$ cat src/rtl/clock_setter_if.sv
// clock_setter_if: request, status, segment readback and button lines between the setter and the alarm clock.
interface clock_setter_if;
    logic       start;
    logic [5:0] tgt_min;
    logic [4:0] tgt_hrs;
    logic [2:0] tgt_day;
    logic [4:0] tgt_date;
    logic [3:0] tgt_month;
    logic [6:0] M1disp, M0disp, H1disp, H0disp, D0disp;
    logic [6:0] Date1disp, Date0disp, Month1disp, Month0disp;
    logic       Timeset, Minadv, Hrsadv, Dayadv, Dateadv, Monthadv;
    logic       busy, done;
    logic [1:0] err;
    modport master (
        input  start, tgt_min, tgt_hrs, tgt_day, tgt_date, tgt_month,
        input  M1disp, M0disp, H1disp, H0disp, D0disp,
        input  Date1disp, Date0disp, Month1disp, Month0disp,
        output Timeset, Minadv, Hrsadv, Dayadv, Dateadv, Monthadv,
        output busy, done, err
    );
    modport slave (
        output start, tgt_min, tgt_hrs, tgt_day, tgt_date, tgt_month,
        output M1disp, M0disp, H1disp, H0disp, D0disp,
        output Date1disp, Date0disp, Month1disp, Month0disp,
        input  Timeset, Minadv, Hrsadv, Dayadv, Dateadv, Monthadv,
        input  busy, done, err
    );
endinterface

$ cat src/rtl/clock_setter.sv
// clock_setter: steps the alarm clock's advance buttons until its decoded display matches a target.
// Define DATE_SET_EN to also set month and date (month first, since the date modulus depends on it).
module clock_setter #(
    parameter int NS         = 60,
    parameter int NH         = 24,
    parameter int STEP_LIMIT = 63
) (
    input logic clk,
    input logic rst,
    clock_setter_if.master bus
);
    localparam int CW = $clog2(STEP_LIMIT + 1);
    localparam logic [2:0] F_MON = 3'd0, F_DATE = 3'd1, F_HRS = 3'd2, F_MIN = 3'd3, F_DAY = 3'd4;
`ifdef DATE_SET_EN
    localparam logic [2:0] F_FIRST = F_MON;
`else
    localparam logic [2:0] F_FIRST = F_HRS;
`endif

    typedef enum logic [2:0] {S_IDLE, S_ARM, S_SETTLE, S_CMP, S_STEP, S_WAIT, S_REL, S_DONE} state_t;

    state_t        state_q, state_d;
    logic [2:0]    fld_q, fld_d;
    logic [CW-1:0] cnt_q, cnt_d;
    logic [1:0]    err_q, err_d;
    logic [5:0]    min_q, min_d;
    logic [4:0]    hrs_q, hrs_d;
    logic [2:0]    day_q, day_d;
    logic [7:0]    rb;
    logic [6:0]    tv;
    logic          bad;

    function automatic logic [4:0] seg_dec(input logic [6:0] s);
        case (s)
            7'h3F:   seg_dec = 5'h10;
            7'h06:   seg_dec = 5'h11;
            7'h5B:   seg_dec = 5'h12;
            7'h4F:   seg_dec = 5'h13;
            7'h66:   seg_dec = 5'h14;
            7'h6D:   seg_dec = 5'h15;
            7'h7D:   seg_dec = 5'h16;
            7'h07:   seg_dec = 5'h17;
            7'h7F:   seg_dec = 5'h18;
            7'h6F:   seg_dec = 5'h19;
            default: seg_dec = 5'h00;
        endcase
    endfunction

    // {valid, 10*tens + ones}
    function automatic logic [7:0] pair_dec(input logic [6:0] t, input logic [6:0] o);
        logic [4:0] a, b;
        a = seg_dec(t);
        b = seg_dec(o);
        pair_dec = {a[4] & b[4], 7'(a[3:0]) * 7'd10 + 7'(b[3:0])};
    endfunction

`ifdef DATE_SET_EN
    logic [4:0] date_q, date_d;
    logic [3:0] mon_q, mon_d;

    function automatic logic [4:0] dim(input logic [3:0] m);
        dim = m == 4'd2 ? 5'd28 : (m == 4'd4 || m == 4'd6 || m == 4'd9 || m == 4'd11) ? 5'd30 : 5'd31;
    endfunction

    assign bad = 32'(bus.tgt_min) >= NS || 32'(bus.tgt_hrs) >= NH || bus.tgt_day > 3'd6 ||
                 bus.tgt_month == 4'd0 || bus.tgt_month > 4'd12 ||
                 bus.tgt_date == 5'd0 || bus.tgt_date > dim(bus.tgt_month);
    assign rb = fld_q == F_MON  ? pair_dec(bus.Month1disp, bus.Month0disp) :
                fld_q == F_DATE ? pair_dec(bus.Date1disp, bus.Date0disp) :
                fld_q == F_HRS  ? pair_dec(bus.H1disp, bus.H0disp) :
                fld_q == F_MIN  ? pair_dec(bus.M1disp, bus.M0disp) :
                                  pair_dec(7'h3F, bus.D0disp);
    assign tv = fld_q == F_MON  ? 7'(mon_q) :
                fld_q == F_DATE ? 7'(date_q) :
                fld_q == F_HRS  ? 7'(hrs_q) :
                fld_q == F_MIN  ? 7'(min_q) : 7'(day_q);
`else
    assign bad = 32'(bus.tgt_min) >= NS || 32'(bus.tgt_hrs) >= NH || bus.tgt_day > 3'd6;
    assign rb = fld_q == F_HRS ? pair_dec(bus.H1disp, bus.H0disp) :
                fld_q == F_MIN ? pair_dec(bus.M1disp, bus.M0disp) :
                                 pair_dec(7'h3F, bus.D0disp);
    assign tv = fld_q == F_HRS ? 7'(hrs_q) : fld_q == F_MIN ? 7'(min_q) : 7'(day_q);
`endif

    always_ff @(posedge clk or negedge rst) begin
        if (!rst) begin
            state_q <= S_IDLE;
            fld_q   <= F_FIRST;
            cnt_q   <= '0;
            err_q   <= 2'd0;
            min_q   <= '0;
            hrs_q   <= '0;
            day_q   <= '0;
`ifdef DATE_SET_EN
            date_q  <= '0;
            mon_q   <= '0;
`endif
        end else begin
            state_q <= state_d;
            fld_q   <= fld_d;
            cnt_q   <= cnt_d;
            err_q   <= err_d;
            min_q   <= min_d;
            hrs_q   <= hrs_d;
            day_q   <= day_d;
`ifdef DATE_SET_EN
            date_q  <= date_d;
            mon_q   <= mon_d;
`endif
        end
    end

    always_comb begin
        state_d = state_q;
        fld_d   = fld_q;
        cnt_d   = cnt_q;
        err_d   = err_q;
        min_d   = min_q;
        hrs_d   = hrs_q;
        day_d   = day_q;
`ifdef DATE_SET_EN
        date_d  = date_q;
        mon_d   = mon_q;
`endif
        case (state_q)
            S_IDLE: if (bus.start) begin
                min_d   = bus.tgt_min;
                hrs_d   = bus.tgt_hrs;
                day_d   = bus.tgt_day;
`ifdef DATE_SET_EN
                date_d  = bus.tgt_date;
                mon_d   = bus.tgt_month;
`endif
                err_d   = bad ? 2'd1 : 2'd0;
                state_d = bad ? S_DONE : S_ARM;
            end
            S_ARM:    state_d = S_SETTLE;
            S_SETTLE: begin
                fld_d   = F_FIRST;
                cnt_d   = '0;
                state_d = S_CMP;
            end
            S_CMP: begin
                if (!rb[7]) begin
                    err_d   = 2'd2;
                    state_d = S_REL;
                end else if (rb[6:0] == tv) begin
                    cnt_d   = '0;
                    fld_d   = fld_q + 3'd1;
                    state_d = fld_q == F_DAY ? S_REL : S_CMP;
                end else if (cnt_q == CW'(STEP_LIMIT)) begin
                    err_d   = 2'd3;
                    state_d = S_REL;
                end else begin
                    state_d = S_STEP;
                end
            end
            // the display reflects a strobe only after the following edge, hence the wait
            S_STEP: begin
                cnt_d   = cnt_q + CW'(1);
                state_d = S_WAIT;
            end
            S_WAIT:  state_d = S_CMP;
            S_REL:   state_d = S_DONE;
            S_DONE:  state_d = S_IDLE;
            default: state_d = S_IDLE;
        endcase
    end

    always_comb begin
        bus.Timeset = state_q inside {S_ARM, S_SETTLE, S_CMP, S_STEP, S_WAIT};
        bus.Minadv  = state_q == S_STEP && fld_q == F_MIN;
        bus.Hrsadv  = state_q == S_STEP && fld_q == F_HRS;
        bus.Dayadv  = state_q == S_STEP && fld_q == F_DAY;
`ifdef DATE_SET_EN
        bus.Dateadv  = state_q == S_STEP && fld_q == F_DATE;
        bus.Monthadv = state_q == S_STEP && fld_q == F_MON;
`else
        bus.Dateadv  = 1'b0;
        bus.Monthadv = 1'b0;
`endif
        bus.busy = !(state_q inside {S_IDLE, S_DONE});
        bus.done = state_q == S_DONE;
        bus.err  = err_q;
    end
endmodule

$ cat src/flat_wrapper.sv
// flat-port wrapper written by rule: the top's interface ports become plain ports
module clock_setter_flat 
#(
    parameter int NS         = 60,
    parameter int NH         = 24,
    parameter int STEP_LIMIT = 63
)
  (clk, rst, bus_start, bus_tgt_min, bus_tgt_hrs, bus_tgt_day, bus_tgt_date, bus_tgt_month, bus_M1disp, bus_M0disp, bus_H1disp, bus_H0disp, bus_D0disp, bus_Date1disp, bus_Date0disp, bus_Month1disp, bus_Month0disp, bus_Timeset, bus_Minadv, bus_Hrsadv, bus_Dayadv, bus_Dateadv, bus_Monthadv, bus_busy, bus_done, bus_err);
  clock_setter_if bus_i ();
  input logic clk;
  input logic rst;
  input wire logic [$bits(bus_i.start)-1:0] bus_start;
  input wire logic [$bits(bus_i.tgt_min)-1:0] bus_tgt_min;
  input wire logic [$bits(bus_i.tgt_hrs)-1:0] bus_tgt_hrs;
  input wire logic [$bits(bus_i.tgt_day)-1:0] bus_tgt_day;
  input wire logic [$bits(bus_i.tgt_date)-1:0] bus_tgt_date;
  input wire logic [$bits(bus_i.tgt_month)-1:0] bus_tgt_month;
  input wire logic [$bits(bus_i.M1disp)-1:0] bus_M1disp;
  input wire logic [$bits(bus_i.M0disp)-1:0] bus_M0disp;
  input wire logic [$bits(bus_i.H1disp)-1:0] bus_H1disp;
  input wire logic [$bits(bus_i.H0disp)-1:0] bus_H0disp;
  input wire logic [$bits(bus_i.D0disp)-1:0] bus_D0disp;
  input wire logic [$bits(bus_i.Date1disp)-1:0] bus_Date1disp;
  input wire logic [$bits(bus_i.Date0disp)-1:0] bus_Date0disp;
  input wire logic [$bits(bus_i.Month1disp)-1:0] bus_Month1disp;
  input wire logic [$bits(bus_i.Month0disp)-1:0] bus_Month0disp;
  output wire logic [$bits(bus_i.Timeset)-1:0] bus_Timeset;
  output wire logic [$bits(bus_i.Minadv)-1:0] bus_Minadv;
  output wire logic [$bits(bus_i.Hrsadv)-1:0] bus_Hrsadv;
  output wire logic [$bits(bus_i.Dayadv)-1:0] bus_Dayadv;
  output wire logic [$bits(bus_i.Dateadv)-1:0] bus_Dateadv;
  output wire logic [$bits(bus_i.Monthadv)-1:0] bus_Monthadv;
  output wire logic [$bits(bus_i.busy)-1:0] bus_busy;
  output wire logic [$bits(bus_i.done)-1:0] bus_done;
  output wire logic [$bits(bus_i.err)-1:0] bus_err;
  assign bus_i.start = bus_start;
  assign bus_i.tgt_min = bus_tgt_min;
  assign bus_i.tgt_hrs = bus_tgt_hrs;
  assign bus_i.tgt_day = bus_tgt_day;
  assign bus_i.tgt_date = bus_tgt_date;
  assign bus_i.tgt_month = bus_tgt_month;
  assign bus_i.M1disp = bus_M1disp;
  assign bus_i.M0disp = bus_M0disp;
  assign bus_i.H1disp = bus_H1disp;
  assign bus_i.H0disp = bus_H0disp;
  assign bus_i.D0disp = bus_D0disp;
  assign bus_i.Date1disp = bus_Date1disp;
  assign bus_i.Date0disp = bus_Date0disp;
  assign bus_i.Month1disp = bus_Month1disp;
  assign bus_i.Month0disp = bus_Month0disp;
  assign bus_Timeset = bus_i.Timeset;
  assign bus_Minadv = bus_i.Minadv;
  assign bus_Hrsadv = bus_i.Hrsadv;
  assign bus_Dayadv = bus_i.Dayadv;
  assign bus_Dateadv = bus_i.Dateadv;
  assign bus_Monthadv = bus_i.Monthadv;
  assign bus_busy = bus_i.busy;
  assign bus_done = bus_i.done;
  assign bus_err = bus_i.err;
  clock_setter #(.NS(NS), .NH(NH), .STEP_LIMIT(STEP_LIMIT)) u_core (.clk(clk), .rst(rst), .bus(bus_i));
endmodule
$ cat config.mk
export PLATFORM = sky130hd
export DESIGN_NAME = clock_setter_flat
export DESIGN_NICKNAME = d
export VERILOG_FILES = /design/src/rtl/clock_setter_if.sv /design/src/rtl/clock_setter.sv /design/src/flat_wrapper.sv
export SDC_FILE = /design/constraint.sdc
export NUM_CORES = 1
export LEC_CHECK = 0
export CORE_UTILIZATION = 47
export DETAILED_ROUTE_END_ITERATION = 10
export GPL_ROUTABILITY_DRIVEN = 0
export PLACE_DENSITY = 0.93
export SYNTH_ARGS = -nofsm -noshare
export SYNTH_HDL_FRONTEND = slang
export SYNTH_SLANG_ARGS = --single-unit
$ cat constraint.sdc
create_clock -name clk -period 3.45 [get_ports clk]
set_input_delay 1.035 -clock clk [delete_from_list [all_inputs] [get_ports clk]]
set_output_delay 1.035 -clock clk [all_outputs]
set_load 0.05 [all_outputs]
# Word level (Yosys, flattened, before mapping)
# Cells that the tools add are included.
dict set report op_classes {
  n_addsub 4
  n_mul 2
  order_cmp 3
  n_eq_ne 67
  muxes 28
  bitwise 2
  reduce_logical 17
}
# cell count
set op_table {}
lappend op_table {{5-bit case mux with 10 select lines} 5}
lappend op_table {{7-bit equality test (second input constant)} 35}
lappend op_table {{7-bit by 3-bit equality test with 1-bit output (second input constant)} 10}
lappend op_table {{7-bit by 6-bit equality test with 1-bit output (second input constant)} 5}
lappend op_table {{3-bit 2-to-1 mux} 7}
lappend op_table {{3-bit case mux with 7 select lines} 1}
lappend op_table {{6-bit 2-to-1 mux} 3}
lappend op_table {{6-bit case mux with 3 select lines} 1}
lappend op_table {{8-bit 2-to-1 mux} 2}
lappend op_table {{3-bit equality test (second input constant)} 5}
lappend op_table {{7-bit by 4-bit adder with 7-bit output} 2}
lappend op_table {{3-bit by 2-bit equality test with 1-bit output (second input constant)} 4}
lappend op_table {{4-bit by 3-bit multiplier with 6-bit output (second input constant)} 2}
lappend op_table {{2-bit 2-to-1 mux} 5}
lappend op_table {{7-bit equality test} 1}
lappend op_table {{7-bit 2-to-1 mux} 1}
lappend op_table {{6-bit by 1-bit adder with 6-bit output (second input constant)} 1}
lappend op_table {{6-bit equality test (second input constant)} 1}
lappend op_table {{6-bit >= comparator (second input constant)} 1}
lappend op_table {{3-bit != test (second input constant)} 2}
lappend op_table {{3-bit case mux with 2 select lines} 1}
lappend op_table {{3-bit AND reduction} 2}
lappend op_table {{2-bit nonzero test} 3}
lappend op_table {{5-bit >= comparator (second input constant)} 1}
lappend op_table {{other kinds (17)} 22}
dict set report word_totals {
  regBits 28
  in_bits 89
}

# Longest topological paths before layout
# Gate-level depths: netlist of the first run.
dict set report depth {
  word_depth 10
  ltp_mapped 18
  depth_no_buf 16
}

# Least setup slack after synthesis of the first run
# No wires, ideal clock.
dict set report synth_path {
  path_type {input port to flip-flop}
  from {input port bus_M1disp[3]}
  to {register u_core.fld_q[2]}
  t_arrival_ps 4187
  required_time_ps 3363
  setup_slack_ps -823
  stages 15
  path_buffers 1
  cell_sequence {nor4b_2 > nand3_1 > o21ai_0 > ha_1 > ha_1 > nor2_1 > a31oi_1 > o211ai_1 > or3b_1 > xnor2_1 > a211oi_2 > nand4bb_1 > buf_2 > or4b_1 > o211ai_1}
}
dict set report synth_via {
  elab_chain_len 9
}
# item line
set synth_lines {}
lappend synth_lines {{start: declaration} flat_wrapper.sv:18} ;# input wire logic [$bits(bus_i.M1disp)-1:0] bus_M1disp;
lappend synth_lines {{7-bit equality test (tied with other cells)} clock_setter.sv:34} ;# case (s)
lappend synth_lines {{5-bit case mux with 10 select lines *} clock_setter.sv:34}
lappend synth_lines {{4-bit by 3-bit multiplier with 6-bit output} clock_setter.sv:54} ;# pair_dec = {a[4] & b[4], 7'(a[3:0]) * 7'd10 + 7'(b[3:0])};
lappend synth_lines {{7-bit by 4-bit adder with 7-bit output} clock_setter.sv:54}
lappend synth_lines {{8-bit 2-to-1 mux *} clock_setter.sv:80} ;# fld_q == F_MIN ? pair_dec(bus.M1disp, bus.M0disp) :
lappend synth_lines {{8-bit 2-to-1 mux *} clock_setter.sv:79} ;# assign rb = fld_q == F_HRS ? pair_dec(bus.H1disp, bus.H0disp) :
lappend synth_lines {{7-bit equality test} clock_setter.sv:147} ;# end else if (rb[6:0] == tv) begin
lappend synth_lines {{2-bit by 1-bit != test with 1-bit output (no line)} -}
lappend synth_lines {{3-bit AND reduction (no line) *} -}
lappend synth_lines {{end signal: assignment} clock_setter.sv:100} ;# fld_q <= fld_d;
lappend synth_lines {{end: declaration} clock_setter.sv:23} ;# logic [2:0] fld_q, fld_d;
# Every way passes the cells marked *; elsewhere a longest branch is shown, timed or not.
# A chain may end at the register's enable or synchronous reset.

# Final worst setup path of the first run
dict set report layout_path {
  from {input port bus_M1disp[6]}
  to {register u_core.fld_q[2]}
}
# Same word-level chain as after synthesis.

==> results_dict.tcl, run 1 <==
set metrics [dict create \
    cts_buffer_depth 2 \
    met2_usage 0.590 \
    htreeDepth 1 \
    violations "setup timing" \
    clock_latency_ns 0.28 \
    syn_inst 365 \
    synthFlopType "dfrtp_1" \
    clockRootBuffer "clkbuf_8" \
    stdcell_count 581 \
    drt-initial-drc-count 330 \
    setup-violations-final 14 \
    cts_tree "done" \
    clk_pin_slew_ns 0.09 \
    use_met1 0.346 \
    portBuffers 59 \
    cp.arrival_ns 4.35 \
    pre_cts_ws_ns -1.37 \
    synthToLayoutAreaGrowth_pct 55.4 \
    diodes 0 \
    place_inst 568 \
    syn_area_mm2 0.00300 \
    crit_path_max_incr_delay_ns 0.56 \
    avgSynthCellArea_um2 8.23 \
    rsz0062_at_grt "yes" \
    fin_nets 613 \
    p_leak_uw 0.00202 \
    status "finished with violations" \
    finalInstanceArea_mm2 0.00467 \
    path_buf_inv 2 \
    postCtsHoldBufs 0 \
    place_area_mm2 0.00429 \
    grt_max_degree 29 \
    dieArea_mm2 0.00672 \
    hold_viol_final 0 \
    fp-row-count 28 \
    groute.layer.met3.usage 0.0456 \
    cts_sinks 28 \
    grt_pass1_vias 3646 \
    crit_chain "buf_8, nor4b_4, nand3_2, o21ai_4, ha_4, ha_4, inv_2, fa_2, xnor2_2, xnor2_1, a2111oi_2, o211a_1, nand4bb_1, or4b_1, o211ai_1" \
    wirelength_um 10500 \
    antenna_left 0 \
    antenna_found_initial 0 \
    p_per_area_mw_per_mm2 435 \
    cp_top_family "simple AND/OR/NAND/NOR gates" \
    die_h_um 82.0 \
    grt_first_pass_wirelength_um 16400 \
    vias_per_cell 6.24 \
    min_from "u_core.cnt_q[5]$_DFFE_PN0P_" \
    hold_end "u_core.cnt_q[5]$_DFFE_PN0P_" \
    drv_cap 0 \
    synth_edf_count 0 \
    crit_slowest_cell "fa_2" \
    vias 3626 \
    synth_top_area_frac 0.225 \
    critPathMaxFanout 5 \
    wl_per_cell_um 18.1 \
    reg2reg_slack_ns 0.08 \
    total_power_uw 2030 \
    tightest_slew_ns 0.714 \
    synth_area_leader_cell "dfrtp_1" \
    min_path_cells 1 \
    rr_worst_depth 10 \
    synth.distinct_cells 76 \
    ys_seq_area_frac 0.234 \
    drive_gt1_frac 0.356 \
    crit_top_cell "ha_4" \
    drc_errors 0 \
    finalCriticalPeriod_ns 4.15 \
    die_w_um 82.0 \
    ys_async_sr_fraction 1.00 \
    grt_usage 0.316 \
    cp.required_ns 3.64 \
    worst_slew_margin_rel 0.524 \
    timing.rr.start "u_core.fld_q[1]$_DFFE_PN1P_" \
    first_pass_iters 5 \
    timing.final.crit_share 1.20 \
    path_class "in -> reg" \
    worstSetupStartpointType "input pin" \
    fin_ws_ns -0.700 \
    ys_ff_latch 28 \
    start_util 0.499 \
    busiest_layer "met2" \
    pin_count 99 \
    endpoint_kind "flop" \
    r2r-end "u_core.fld_q[2]$_DFFE_PN0P_" \
    final_max_slew_viol_count 0 \
    fmax_mhz 241 \
    core_mm2 0.00603 \
    grt-ovfl-total 0 \
    ys_top_cells_by_area "dfrtp_1 (22%), mux2_2 (6.7%), ha_1 (6.2%)" \
    peakVddDrop_mv 0.819 \
    fin_worst_skew_ns 0.00598 \
    synth_warnings 0 \
    cts_buffers 3 \
    hp-class "reg -> reg" \
    dp_hpwl_um 7200 \
]
## final cells by class
type                    count  area (µm²)
flip-flops and latches     28         702
fillers                   375        1360
repair buffers            150        1240
inverters                  12        45.0
clock buffers               4        45.0
well taps                  75        93.8
multi-input cells         312        2540
## state kept, by name (all words and copies together), names as in the netlist
name            cells
u_core.fld_q        3
u_core.bus.err      2
u_core.cnt_q        6
u_core.day_q        3
u_core.min_q        6
u_core.hrs_q        5
u_core.state_q      3
## cell usage in the layout (no fill, tap or decap), drive strengths merged, types with 6 or more instances in the layout
cell type	Yosys	final
buf	6	99
clkdlybuf4s50	0	38
nor2	34	34
nand2	28	28
dfrtp	27	27
nand3	21	21
mux2	19	19
a21oi	19	19
ha	15	15
xnor2	14	14
a31oi	13	13
inv	12	12
o21ai	12	12
and3	9	9
dlygate4sd2	0	9
nand2b	8	8
nor3	8	8
nor2b	7	7
xor2	6	6
clkbuf	9	6
## cell usage after synthesis (3+ instances only)
master and number:
o21ai_0 10, inv_1 12, nand3b_1 3, a21oi_1 19, nor3b_1 5, o22ai_1 5, nor2b_1 7, mux2_2 18
ha_1 15, nand3_1 21, nand4_1 5, a21o_1 3, a31oi_1 13, nor3_1 8, and3b_1 3, o21a_1 3
a211o_1 3, and3_1 9, nand2b_1 8, xnor2_1 14, or4b_1 3, dfrtp_1 27, nor2_1 34, o31ai_1 3
clkbuf_1 9, a211oi_1 3, xor2_1 6, nand2_1 28, mux2i_1 3, nor4bb_1 4, o211ai_1 3
## how the worst max path moves through the flow
stage                  startpoint  depth (start not counted)                           to
floorplan           bus_M1disp[5]                         15  u_core.fld_q[2]$_DFFE_PN0P_
global placement    bus_M1disp[6]                         15  u_core.fld_q[2]$_DFFE_PN0P_
detailed placement  bus_M1disp[5]                         15  u_core.fld_q[2]$_DFFE_PN0P_
CTS                 bus_M1disp[3]                         15  u_core.fld_q[2]$_DFFE_PN0P_
global route        bus_M1disp[6]                         15  u_core.fld_q[2]$_DFFE_PN0P_
finish              bus_M1disp[6]                         15  u_core.fld_q[2]$_DFFE_PN0P_
## logic make-up after synthesis
group                    Yosys count  synth area share
flip-flops                        28             0.234
other                              2           0.00250
AND/OR/NAND/NOR                  153             0.281
buffers and inverters             27            0.0396
XOR/XNOR                          20            0.0583
AO/OA/AOI/OAI                     95             0.225
adder cells (fa/ha/maj)           18            0.0791
multiplexers                      22            0.0812
## routing by layer
| layer | vias to the layer above | wire length (µm) | part of all wire |
|---|---|---|---|
| met3 | 48 | 740 | 0.070 |
| met2 | 213 | 5360 | 0.51 |
| li1 | 1660 | - | - |
| met4 | 0 | 379 | 0.036 |
| met5 | - | 0 | 0 |
| met1 | 1705 | 4040 | 0.38 |
## per-stage QoR
step	util	hold slack, ns	setup TNS (ns)
6_report	0.775	0.500	-8.10
2_1_floorplan	-	0.451	-4.70
5_1_grt	0.775	0.505	-9.93
4_1_cts	0.763	0.494	-7.76
3_5_place_dp	0.712	0.483	-17.52
3_3_place_gp	0.712	0.477	-15.08
## worst reg2reg max path, stage by stage (launching register included)
cell and delay (ns):
dfstp_2 0.58, ha_1 0.15, ha_1 0.40, and2_0 0.43
a311oi_1 0.24, xnor2_1 0.20, a2111oi_2 0.26, o211a_1 0.22
nand4bb_1 0.14, or4b_1 0.53, o211ai_1 0.12
## report_power, final
part	switching [µW]	internal [µW]
Combinational	681	544
Sequential	152	469
Clock	104	83.2
Total	936	1100
## timing repair
action	4_1_cts	5_1_grt
pin swaps	30	15
buffers inserted	8	3
resized for setup	90	19
endpoints found under the hold margin	0	0
endpoints found under the setup margin	14	14
Note: power is estimated with default switching activity, not from simulation.
==> inputs of run 2 (changes only) <==
--- a/config.mk
+++ b/config.mk
@@ -9,6 +9,8 @@
 export DETAILED_ROUTE_END_ITERATION = 10
 export GPL_ROUTABILITY_DRIVEN = 0
 export PLACE_DENSITY = 0.93
+export REMOVE_ABC_BUFFERS = 1
+export SLEW_MARGIN = 5
 export SYNTH_ARGS = -nofsm -noshare
 export SYNTH_HDL_FRONTEND = slang
 export SYNTH_SLANG_ARGS = --single-unit
==> run 2 against run 1 <==
  * Cell area is 2.7% higher
  * The flow still finishes with violations (setup timing)
  * Die area stayed put
  * Setup slack lost 0.20 ns
==> results_dict.tcl, run 2 (synthesis gave the netlist of run 1 again) <==
set metrics [dict create \
    setup-violations-final 14 \
    place_inst 567 \
    endpoint_kind "flop" \
    drv_cap 0 \
    reg_top3 "u_core.cnt_q: 6 flops, u_core.min_q: 6 flops, u_core.hrs_q: 5 flops" \
    rsz0062_at_grt "yes" \
    tightest_slew_ns 0.790 \
    worstSetupStartpointType "input pin" \
    vias 3990 \
    p_per_area_mw_per_mm2 450 \
    path_buf_inv 4 \
    final_core_util 0.796 \
    antenna_found_initial 0 \
    vias_per_cell 6.84 \
    cp_top_family "compound AO/OA/AOI/OAI gates" \
    crit_chain "buf_8, nor4b_4, inv_1, a21oi_4, ha_4, ha_1, nor2_1, nand4_1, o211ai_1, buf_4, xnor2_1, a221oi_2, xor2_2, nand4bb_1, buf_4, o21a_1, a31oi_1" \
    clockRootBuffer "clkbuf_8" \
    grt_pass1_vias 3711 \
    peakVddDrop_mv 0.826 \
    fp-row-count 28 \
    timing.final.crit_share 1.26 \
    die_w_um 82.0 \
    diodes 0 \
    hold_ws_ns 0.499 \
    antenna_left 0 \
    crit_top_cell "buf_4" \
    stdcell_count 583 \
    hp-class "reg -> reg" \
    drt-initial-drc-count 439 \
    pin_count 99 \
    dieArea_mm2 0.00672 \
    synthToLayoutAreaGrowth_pct 59.6 \
    crit_path_max_incr_delay_ns 0.36 \
    grt_first_pass_wirelength_um 17400 \
    finalCriticalPeriod_ns 4.35 \
    violations "setup timing" \
    p_leak_uw 0.00206 \
    final_max_slew_viol_count 0 \
    hold_viol_final 0 \
    drive_gt1_frac 0.366 \
    core_mm2 0.00603 \
    status "finished with violations" \
    final_cell_mix "buf_4 (91), clkdlybuf4s50_1 (36), nor2_1 (33)" \
    wl_per_cell_um 22.0 \
    grt_max_degree 29 \
    final_common_cell "buf_4" \
    cts_buffer_depth 2 \
    cp.required_ns 3.63 \
    place_area_mm2 0.00423 \
    cts_buffers 3 \
    first_pass_iters 7 \
    drc_errors 0 \
    wirelength_um 12800 \
    cp.arrival_ns 4.53 \
    dp_hpwl_um 6850 \
    regArea_um2 702 \
    clk_pin_slew_ns 0.09 \
    clock_latency_ns 0.28 \
    portBuffers 59 \
    fin_worst_skew_ns 0.00728 \
    die_h_um 82.0 \
    worst_slew_margin_rel 0.474 \
    fmax_mhz 230 \
    cts_sinks 28 \
    grt-ovfl-total 0 \
    grt_usage 0.337 \
    start_util 0.499 \
    fin_ws_ns -0.902 \
    critPathMaxFanout 7 \
    nFillCells 326 \
    fin_nets 615 \
    finalInstanceArea_mm2 0.00479 \
    path_class "in -> reg" \
    multi_input_area_mm2 0.00260 \
    crit_slowest_cell "nor4b_4" \
    cts_tree "done" \
    htreeDepth 1 \
]
run 2: cell count changes in the layout (fill, tap and decap cells not counted), sizes merged:
cell           delta
dlygate4sd2       -2
clkbuf            -2
dlymetal6s2s      +1
clkdlybuf4s15     +5
buf               +2
clkdlybuf4s50     -2
run 2: cell type report:
type | instances | share of cell area
multi-input cells | 312 | 0.543
repair buffers | 152 | 0.270
flip-flops and latches | 28 | 0.146
well taps | 75 | 0.0196
clock buffers | 4 | 0.0115
inverters | 12 | 0.00939
run 2: what timing repair did:
item | 4_1_cts | 5_1_grt
endpoints found under the hold margin | 0 | 0
endpoints found under the setup margin | 14 | 14
gates resized for setup | 111 | 30
pin swaps | 33 | 25
hold buffers | 0 | 0
gates cloned | 0 | 0
setup buffers | 8 | 6
run 2: worst reg2reg max path, stage by stage (launching register included):
cell and delay, ns:
dfstp_2 0.60, ha_1 0.17, ha_1 0.42, and2_0 0.47, a311oi_1 0.22, xnor2_1 0.19
a2111oi_2 0.35, o211a_1 0.25, nand4bb_1 0.16, buf_4 0.23, o21a_1 0.21, a31oi_1 0.23
run 2: layer usage:
metal,vias up,wire length [µm],part of all wire,global-route usage
li1,1665,-,-,-
met1,1838,4340,0.34,0.384
met2,354,5960,0.46,0.585
met3,133,1290,0.10,0.0467
met4,0,1240,0.096,0.219
met5,-,0,0,0
run 2: path summary, 6_finish.rpt:
check | from | endpoint | slack, ns | depth (start not counted)
worst min-delay path | u_core.cnt_q[5]$_DFFE_PN0P_ | u_core.cnt_q[5]$_DFFE_PN0P_ | 0.50 | 1
worst min register to register | u_core.cnt_q[5]$_DFFE_PN0P_ | u_core.cnt_q[5]$_DFFE_PN0P_ | 0.50 | 1
min in group asynchronous | rst | u_core.cnt_q[2]$_DFFE_PN0P_ | 1.12 | 2
worst max register to register | u_core.fld_q[1]$_DFFE_PN1P_ | u_core.fld_q[0]$_DFFE_PN0P_ | -0.15 | 11
worst max-delay path | bus_M1disp[3] | u_core.fld_q[0]$_DFFE_PN0P_ | -0.90 | 17
max in group asynchronous | rst | u_core.fld_q[1]$_DFFE_PN1P_ | 2.03 | 2
run 2: per-stage QoR:
stage	setup TNS, ns	power, µW	worst slack [ns]
5_1_grt	-12.29	2230	-1.02
4_1_cts	-6.97	1920	-0.614
3_3_place_gp	-16.10	1580	-1.24
3_5_place_dp	-18.79	1630	-1.45
2_1_floorplan	-8.18	1230	-0.869
6_report	-10.52	2160	-0.902
run 2: where the power goes:
group | internal, µW | switching [µW] | leakage [µW]
Clock | 102 | 102 | 0.0000288
Sequential | 469 | 162 | 0.000345
Combinational | 557 | 764 | 0.00169
Total | 1130 | 1030 | 0.00206
